[src/rtl/jtvigil_rom_pkg.sv]
// Shared types and helpers for the jtvigil ROM arbiter.
// Latency: n/a (declarations only).
// Backpressure: n/a.
package jtvigil_rom_pkg;

  // SDRAM bank channel widths
  localparam int BA_AW = 22;
  localparam int BA_DW = 16;

  // Fetch sequencer states
  typedef enum logic [1:0] {
    IDLE = 2'd0,
    REQ  = 2'd1,
    DATA = 2'd2
  } rom_state_t;

  // Map a slot address to an SDRAM word address. Byte slots pack two entries
  // per word, 32-bit slots span two consecutive words. Sum wraps at 22 bits.
  function automatic logic [BA_AW-1:0] rom_word_addr(
    input logic [BA_AW-1:0] base,
    input logic [BA_AW-1:0] addr,
    input int               dw
  );
    logic [BA_AW-1:0] w;
    case (dw)
      8:       w = addr >> 1;
      32:      w = addr << 1;
      default: w = addr;
    endcase
    return base + w;
  endfunction

endpackage

[src/rtl/jtvigil_rom_rr.sv]
// Round-robin picker: first set request bit strictly after ptr, wrapping.
// Latency: combinational.
// Backpressure: none; the caller decides when to accept the grant.
module jtvigil_rom_rr #(
  parameter int SLOTS = 4,
  parameter int PW    = 2
) (
  input  logic [SLOTS-1:0] req,
  input  logic [PW-1:0]    ptr,
  output logic [PW-1:0]    gnt,
  output logic             any
);

  logic [PW-1:0] idx;

  // Scan ptr+1 .. ptr+SLOTS (mod SLOTS); the slot at ptr is checked last
  always_comb begin
    gnt = '0;
    any = 1'b0;
    idx = '0;
    for (int i = 1; i <= SLOTS; i++) begin
      idx = PW'((int'(ptr) + i) % SLOTS);
      if (!any && req[idx]) begin
        any = 1'b1;
        gnt = idx;
      end
    end
  end

endmodule

[src/rtl/jtvigil_rom_arb.sv]
// Multi-slot ROM fetch arbiter: per-slot one-entry cache, round-robin SDRAM fetch.
// Latency: hit gives ok same cycle; miss = 1 cycle to ba_rd + SDRAM latency + 1 cycle after ba_rdy.
// Backpressure: ba_rd/ba_addr held until ba_ack; one burst outstanding; slots wait while not ok.
module jtvigil_rom_arb
  import jtvigil_rom_pkg::*;
#(
  parameter int                 SLOTS  = 4,
  parameter int                 AW     = 18,
  parameter int                 DW     = 8,
  parameter logic [SLOTS*22-1:0] OFFSET = '0
) (
  input  logic                   clk,
  input  logic                   rst,
  input  logic [SLOTS-1:0]       slot_cs,
  input  logic [SLOTS*AW-1:0]    slot_addr,
  output logic [SLOTS*DW-1:0]    slot_data,
  output logic [SLOTS-1:0]       slot_ok,
  input  logic                   downloading,
  output logic [BA_AW-1:0]       ba_addr,
  output logic                   ba_rd,
  input  logic                   ba_ack,
  input  logic                   ba_dst,
  input  logic                   ba_dok,
  input  logic                   ba_rdy,
  input  logic [BA_DW-1:0]       data_read
);

  localparam int PW = $clog2(SLOTS);

  rom_state_t       state, state_nxt;
  logic [PW-1:0]    ptr;
  logic [PW-1:0]    gnt_idx;
  logic [PW-1:0]    rr_gnt;
  logic             rr_any;
  logic [AW-1:0]    tag_lat;
  logic             wsel;
  logic             abort;
  logic             grant;
  logic             fill;
  logic [SLOTS-1:0] valid;
  logic [SLOTS-1:0] hit;
  logic [SLOTS-1:0] pending;
  logic [AW-1:0]    tag      [SLOTS];
  logic [DW-1:0]    data     [SLOTS];
  logic [AW-1:0]    addr_arr [SLOTS];
  logic [BA_AW-1:0] off_arr  [SLOTS];
  logic [DW-1:0]    data_new;

  // ba_dst only marks the first beat; wsel is only consumed by 32-bit slots
  wire unused_sink = &{1'b0, ba_dst, wsel};

  // Unpack slot buses and evaluate cache hits; ok is a pure function of current inputs
  always_comb begin
    hit       = '0;
    pending   = '0;
    slot_ok   = '0;
    slot_data = '0;
    for (int i = 0; i < SLOTS; i++) begin
      addr_arr[i]            = slot_addr[i*AW +: AW];
      off_arr[i]             = OFFSET[i*BA_AW +: BA_AW];
      hit[i]                 = valid[i] && (tag[i] == addr_arr[i]);
      slot_ok[i]             = slot_cs[i] & hit[i] & ~downloading;
      pending[i]             = slot_cs[i] & ~hit[i];
      slot_data[i*DW +: DW]  = data[i];
    end
  end

  jtvigil_rom_rr #(
    .SLOTS (SLOTS),
    .PW    (PW)
  ) u_rr (
    .req (pending),
    .ptr (ptr),
    .gnt (rr_gnt),
    .any (rr_any)
  );

  // Merge the incoming SDRAM word into the granted slot's data register
  generate
    if (DW == 8) begin : g_dw8
      always_comb data_new = tag_lat[0] ? data_read[15:8] : data_read[7:0];
    end else if (DW == 16) begin : g_dw16
      always_comb data_new = data_read;
    end else begin : g_dw32
      always_comb data_new = wsel ? {data_read, data[gnt_idx][15:0]}
                                  : {data[gnt_idx][31:16], data_read};
    end
  endgenerate

  // State register
  always_ff @(posedge clk) begin
    if (rst) state <= IDLE;
    else     state <= state_nxt;
  end

  // Next state and bus strobes; ba_rd is decoded straight from the REQ state
  always_comb begin
    state_nxt = state;
    grant     = 1'b0;
    fill      = 1'b0;
    ba_rd     = 1'b0;
    case (state)
      IDLE: begin
        if (!downloading && rr_any) begin
          grant     = 1'b1;
          state_nxt = REQ;
        end
      end
      REQ: begin
        ba_rd = 1'b1;
        if (ba_ack) state_nxt = DATA;
      end
      DATA: begin
        if (ba_rdy) begin
          fill      = 1'b1;
          state_nxt = IDLE;
        end
      end
      default: state_nxt = IDLE;
    endcase
  end

  // Capture slot index, tag and word address at grant so they stay stable on the bus
  always_ff @(posedge clk) begin
    if (rst) begin
      gnt_idx <= '0;
      tag_lat <= '0;
      ba_addr <= '0;
    end else if (grant) begin
      gnt_idx <= rr_gnt;
      tag_lat <= addr_arr[rr_gnt];
      ba_addr <= rom_word_addr(off_arr[rr_gnt], BA_AW'(addr_arr[rr_gnt]), DW);
    end
  end

  // Cache contents, valid bits and rotation pointer
  always_ff @(posedge clk) begin
    if (rst) begin
      valid <= '0;
      ptr   <= '0;
      wsel  <= 1'b0;
      abort <= 1'b0;
      for (int i = 0; i < SLOTS; i++) begin
        tag[i]  <= '0;
        data[i] <= '0;
      end
    end else begin
      if (grant) begin
        wsel  <= 1'b0;
        abort <= 1'b0;
      end
      // A load that starts mid-burst poisons the fetch even if it ends before ba_rdy
      if (downloading && state != IDLE) abort <= 1'b1;
      if (state == DATA && ba_dok) begin
        data[gnt_idx] <= data_new;
        wsel          <= 1'b1;
      end
      if (fill) begin
        ptr <= gnt_idx;
        if (!abort && !downloading) begin
          valid[gnt_idx] <= 1'b1;
          tag[gnt_idx]   <= tag_lat;
        end
      end
      // ROM contents are changing: nothing cached can be trusted
      if (downloading) valid <= '0;
    end
  end

endmodule

[config.mk]
export PLATFORM = sky130hd
export DESIGN_NAME = jtvigil_rom_arb
export DESIGN_NICKNAME = d
export VERILOG_FILES = /design/src/rtl/jtvigil_rom_pkg.sv /design/src/rtl/jtvigil_rom_rr.sv /design/src/rtl/jtvigil_rom_arb.sv
export SDC_FILE = /design/constraint.sdc
export NUM_CORES = 1
export LEC_CHECK = 0
export CAP_MARGIN = 5
export CORE_UTILIZATION = 38
export CTS_CLUSTER_SIZE = 25
export DETAILED_ROUTE_END_ITERATION = 12
export HOLD_SLACK_MARGIN = 0.05
export MAX_ROUTING_LAYER = met4
export PLACE_DENSITY_LB_ADDON = 0.25
export SLEW_MARGIN = 20
export SYNTH_ARGS = -nofsm -noshare
export SYNTH_HDL_FRONTEND = slang
export SYNTH_SLANG_ARGS = --single-unit
export TNS_END_PERCENT = 20
[constraint.sdc]
create_clock -name clk -period 4.75 [get_ports clk]
set_clock_uncertainty 0.1 [all_clocks]
set_input_delay 0.95 -clock clk [delete_from_list [all_inputs] [get_ports clk]]
set_output_delay 0.95 -clock clk [all_outputs]
set_load 0.01 [all_outputs]
==> out/qor.yml <==
finish:
  layout-drive-gt1-share: 0.129
  area_delta_synth_final_pct: 32.0
  final_common_cell: "clkdlybuf4s50_1"
  most-common-layout-cells: "clkdlybuf4s50_1, edfxtp_1, nor2_1, xnor2_1, nand2_1"
  n_fill_cell: 1506
  antennaDiodeCount: 0
  num-nets-final: 837
worst_setup_path:
  reg2reg_slack_ps: 1440
  critical_path.endpoint_type: "primary output"
  worst-setup-path-type: "input port to primary output"
  r2r-start: "tag[3][15]"
  critPathSlowestCell: "or4_4"
  cp_common_cell: "clkdlybuf4s50_1"
  timing.critical_path.fanout_max: 3
  critical_path.reg2reg.endpoint: "tag_lat[9]"
  critical-path-max-stage-delay_ps: 590
  crit_chain: "clkdlybuf4s50_1, xnor2_1, nand4_1, or4_4, nor4b_2, clkdlybuf4s50_1"
  worstRegToRegCells: 9
  worst-endpoint-arrival_ps: 3430
  worst_setup_path_start_kind: "input port"
  cpLargestDelayFamily: "simple AND/OR/NAND/NOR gates"
  cp.buffers_inverters: 2
  critical_path_required_ps: 3700
die:
  fp.coreArea_sq_um: 17500
  io_pins: 158
  total_die_area_sq_um: 18600
  die_height_um: 136
  rows: 48
  initial_core_util: 0.392
  die_w_um: 136
yosys:
  synth_top_flop_cell: "edfxtp_1"
  synth.area.top_cells: "edfxtp_1, dfxtp_1, xnor2_1, nor2_1, mux2i_1"
  ys_ff_latch: 133
  post-synth-top-area-cell: "edfxtp_1"
  top_cell_type_s_share_of_synthesized_area: 0.456
  ys_types: 50
  netlist_instances: 600
  post_synth_instance_area_sq_um: 6850
  avgSynthCellArea_sq_um: 11.4
  ys_warn_count: 0
  async_reset_ff_frac: 0
  synth_seq_area_share: 0.541
  synth_enable_flop_cells: 104
clock_tree:
  htree_num_levels: 4
  postCtsHoldBufs: 0
  cts_buffer_depth: 2
  root_buffer: "clkbuf_16"
  insertion_delay_ps: 420
  clkSlewWorstSetupHoldPaths_ps: 60
  post_cts_setup_buffer_count: 0
  numCtsBuffers: 17
  cts_tree: "done"
  postCtsResizedCells: 0
  cts_num_sinks: 133
grt:
  track_usage: 0.236
  grt.met3_usage: 0.0723
  maximum_number_of_pins_on_one_net_before_global_route_repair: 29
  global_route.peak_usage_layer: "met2"
  globalRouteMet2Util: 0.370
  number_of_antenna_violations_at_the_first_check_in_global_routing: 0
  grt-ovfl-total: 0
  grt_pass1_wl_um: 30600
  met1_track_demand_over_resource: 0.292
  number_of_global_route_vias_before_repair: 5318
route:
  drt_pre_antenna_iters: 5
  route.detailed.vias_per_inst: 5.32
  drtAntennaViolNets: 0
  postRouteWirelength_um: 20300
  routed-via-count: 5195
  dr.first_iter.drc_count: 428
  post_drt_wl_per_cell_um: 20.8
  post-route-drc-count: 0
sta:
  achievable-frequency_ghz: 0.223
  setup_repair_after_global_routing_missed_its_margin: "false"
  finalWorstPathRequiredPeriod_ps: 4480
  total_neg_setup_slack_ps: 0
  worst_hold_slack_ps: 370
  layout_worst_path_cycle_share: 0.943
  max-slew-margin-rel: 0.416
  tightestPinTransition_ps: 874
  setup_violations_final: 0
  maxSlewViolCount: 0
  finalHoldViolCount: 0
min_path:
  hold_path.class: "flop to flop"
  worstHoldStart: "abort"
  hold_path_end: "abort"
  hold_depth: 1
pwr:
  ir_drop_v: 0.000260
  p_total_mw: 3.10
  powerDensity_nw_per_um2: 344
  p_leak_nw: 3.34
placed_design:
  place.port_buffers: 151
  dpl.hpwl_um: 14500
  place_congestion: 0.862
run:
  drv_cap: 0
outcome:
  outcome: "complete, no violations"
-- cells by family (layout without fill, tap and decap cells) --
| family | Yosys count | count (layout) | share of synthesized area |
|---|---|---|---|
| DFF | 133 | 133 | 0.541 |
| xor gates and xnor gates | 72 | 72 | 0.0921 |
| AOI/OAI and AO/OA | 86 | 86 | 0.124 |
| muxes | 26 | 26 | 0.0395 |
| and+or+nand+nor | 202 | 202 | 0.140 |
| other | 1 | 5 | 0.000548 |
| buffers and inverters | 80 | 227 | 0.0630 |
-- state kept, by name, summed over array words and instances, names as in the netlist --
signal   flops
ptr          2
tag_lat     17
ba_addr      1
data        32
tag         72
state        2
gnt_idx      2
valid        4
abort        1
-- per-stage QoR --
step | instance area [sq um] | std cells | utilization | setup WS, ps
CTS | 9030 | 976 | 0.517 | 213
global route | 9040 | 976 | 0.517 | 193
finish | 9040 | 976 | 0.517 | 272
global placement | 8440 | 944 | 0.483 | 168
floorplan | 6860 | 604 | - | 1510
detailed placement | 8440 | 944 | 0.483 | 193
-- per-layer routing --
layer | wire [um] | share of wire
met1 | 8460 | 0.42
met2 | 9780 | 0.48
met3 | 1780 | 0.088
met4 | 268 | 0.013
met5 | 0 | 0
-- cell type report --
| type | instances | area, sq um | area share |
|---|---|---|---|
| inverters | 31 | 116 | 0.0129 |
| flip-flops and latches | 133 | 3700 | 0.410 |
| well taps | 225 | 282 | 0.0311 |
| clock buffers | 19 | 433 | 0.0479 |
| clock inverters | 13 | 156 | 0.0173 |
| repair buffers | 164 | 1610 | 0.178 |
| multi-input cells | 391 | 2740 | 0.303 |
-- cells in the mapped netlist (10+ instances only) --
master      n
and3_1     10
xnor2_1    66
nor2_1     95
nand4_1    16
nand2_1    42
inv_1      31
dfxtp_1    29
o21bai_1   13
edfxtp_1  104
mux2i_1    18
clkbuf_1   14
buf_4      22
-- worst reg2reg max path: cells and delay by family, from the launching register on --
kind                   cells  cell delay (ps)
AO/OA/AOI/OAI              3              850
buffers and inverters      1              260
AND/OR/NAND/NOR            4             1300
flip-flops                 1              380
XOR/XNOR                   1              360
-- power breakdown --
part	internal, mW	switching (mW)	total, mW
Clock	0.823	0.504	1.33
Sequential	1.30	0.0342	1.34
Combinational	0.212	0.230	0.441
-- worst max-delay path by stage --
stage                        from         end  slack, ps  depth (start not counted)
floorplan           slot_addr[64]  slot_ok[3]       1510                          4
global placement    slot_addr[69]  slot_ok[3]        170                          6
detailed placement   slot_addr[6]  tag_lat[9]        190                          9
CTS                 slot_addr[64]  slot_ok[3]        210                          6
global route        slot_addr[64]  slot_ok[3]        190                          6
finish              slot_addr[69]  slot_ok[3]        270                          6
Note: power is estimated with default switching activity, not from simulation.
==> edit, RTL diff (same settings) <==
Reset style: asynchronous (`rst`), changed in 3 clocked blocks.
--- a/src/rtl/jtvigil_rom_arb.sv
+++ b/src/rtl/jtvigil_rom_arb.sv
@@ -88,7 +88,7 @@
   endgenerate
 
   // State register
-  always_ff @(posedge clk) begin
+  always_ff @(posedge clk or posedge rst) begin
     if (rst) state <= IDLE;
     else     state <= state_nxt;
   end
@@ -121,7 +121,7 @@
   end
 
   // Capture slot index, tag and word address at grant so they stay stable on the bus
-  always_ff @(posedge clk) begin
+  always_ff @(posedge clk or posedge rst) begin
     if (rst) begin
       gnt_idx <= '0;
       tag_lat <= '0;
@@ -134,7 +134,7 @@
   end
 
   // Cache contents, valid bits and rotation pointer
-  always_ff @(posedge clk) begin
+  always_ff @(posedge clk or posedge rst) begin
     if (rst) begin
       valid <= '0;
       ptr   <= '0;
Formal check against the unedited RTL: differs if rst is asserted again (counterexample within 4 cycles, from zero or initial values and one cycle with rst high); with rst held inactive, the same outputs for 4 cycles.
==> edit against the unedited design <==
- wire length decreased by 10%
- final cell count fell by 4.2%
- sequential cell count did not move
- hold slack improved by 11 ps
- count of clock-buffer cells in the layout fell by 2
- non-clock buffer count shrank 1
- design area shrank 1.5%
- synthesized area decreased by 1.4%
- worst setup slack better by 120 ps
- critical path depth is the same
- die area fell by 1.4%
- largest cell class unchanged
Power is not compared: it rests on default switching activity, and its combinational part moved more than twofold at a synthesized area within 25%.
==> edit: results (changes against the unedited design) <==
[clocking]
cts_htree_levels=4  ; unchanged
clock_latency_ps=420  ; about the same
postCtsSetupBuffers=0  ; unchanged
cts-root-buf=clkbuf_16

[final_layout]
layout-drive-gt1-share=0.206  ; +0.0765
num-nets-final=797  ; -4.8%
n_antenna_cell=0  ; unchanged
regMostFlops=tag
stdcell_count=935  ; -4.2%

[timing]
final-hold-violation-count=0  ; unchanged
tightest_slew_ps=980  ; +106 ps

[global_routing]
grt_pass1_vias=5121  ; -3.7%
grt_pass1_wl_um=28500  ; -6.7%
antenna_found_initial=0  ; unchanged
grt_usage=0.217  ; -0.0192
grt_max_degree=70  ; +140%

[route]
drtIter0Drc=197  ; -54%
wl_per_cell_um=19.5  ; -6.5%
route.vias.total=4792  ; -7.8%

[hold_path]
hold_start=slot_data[5]$_DFFE_PP0P_

[critical_path]
crit_arrival_ps=3310  ; -120 ps
worstReg2RegStart=tag[8]$_DFFE_PP0P_
slowest_delay_ps=610  ; +20 ps
cpMaxStageDelayCell=clkdlybuf4s50_1
critPathMaxFanout=2  ; -1
cp-startpoint=slot_addr[24]

[yosys]
muxShareOfSynthArea=0.192  ; +0.152
syn_inst=558  ; -7.0%
synth-xor-area-share=0.0934  ; +0.00128
synthDistinctLibCells=38  ; -24%
synth_compound_area_frac=0.0852  ; -0.0387
synthTopCellsByCount=dfrtp_1 (133), mux2_2 (75), nor2_1 (49)
async_flop_share=1.00  ; +1.00
synth_ff_type=dfrtp_1
synth.area.top_cells=dfrtp_1 (49%), mux2_2 (13%), mux2i_1 (6.7%)
synth_seq_area_share=0.493  ; -0.0481

[run_status]
status=finished clean

[power]
p_leak_uw=0.00394

[placement]
dp.cells=904  ; -4.2%
hpwl_um=13000  ; -10%
gp_congestion=0.788  ; -8.5%
placed_area_mm2=0.00834  ; -1.1%
pre_cts_slack_ps=317  ; +124 ps

edit: cell type report:
class / instances / area (um2)
Clock buffer: 17 / 425
Clock inverter: 14 / 129
Fill cell: 1522 / 8400
Inverter: 11 / 43.8
Multi-Input combinational cell: 372 / 3070
Sequential cell: 133 / 3330
Tap cell: 225 / 282
Timing Repair Buffer: 163 / 1630
edit: per-layer routing:
layer / wire length [um] / share of wire / GRT usage / up-vias
met5: 0 / 0 / - / -
met2: 8980 / 0.49 / 0.358 / 147
met4: 360 / 0.020 / 0.0730 / 0
met1: 7790 / 0.43 / 0.264 / 2389
li1: - / - / - / 2232
met3: 1060 / 0.058 / 0.0460 / 24
edit: cells by family (layout without fill, tap and decap cells):
logic type | count (synthesis) | after routing
other cells | 1 | 5
xor+xnor | 72 | 72
mux | 120 | 120
simple gates | 106 | 106
flops | 133 | 133
buf+inv | 57 | 205
compound gates | 69 | 69
edit: power by group through the flow:
| stage | clock network, uW | logic [uW] | registers, uW |
|---|---|---|---|
| detailed placement | 0 | 1910 | 2000 |
| floorplan | 0 | 1250 | 1940 |
| global placement | 0 | 1880 | 1970 |
| finish | 1240 | 1900 | 1990 |
| CTS | 1260 | 1920 | 1990 |
| global route | 1310 | 2060 | 2060 |
edit: final timing paths:
check	cells past startpoint	end	slack (ps)
max in group asynchronous	3	tag_lat[6]$_DFFE_PP0P_	2710
worst max register to register	9	tag_lat[1]$_DFFE_PP0P_	1570
worst min-delay path	2	slot_data[5]$_DFFE_PP0P_	380
worst max-delay path	6	slot_ok[1]	390
worst min register to register	2	slot_data[5]$_DFFE_PP0P_	380
min in group asynchronous	2	tag_lat[4]$_DFFE_PP0P_	960
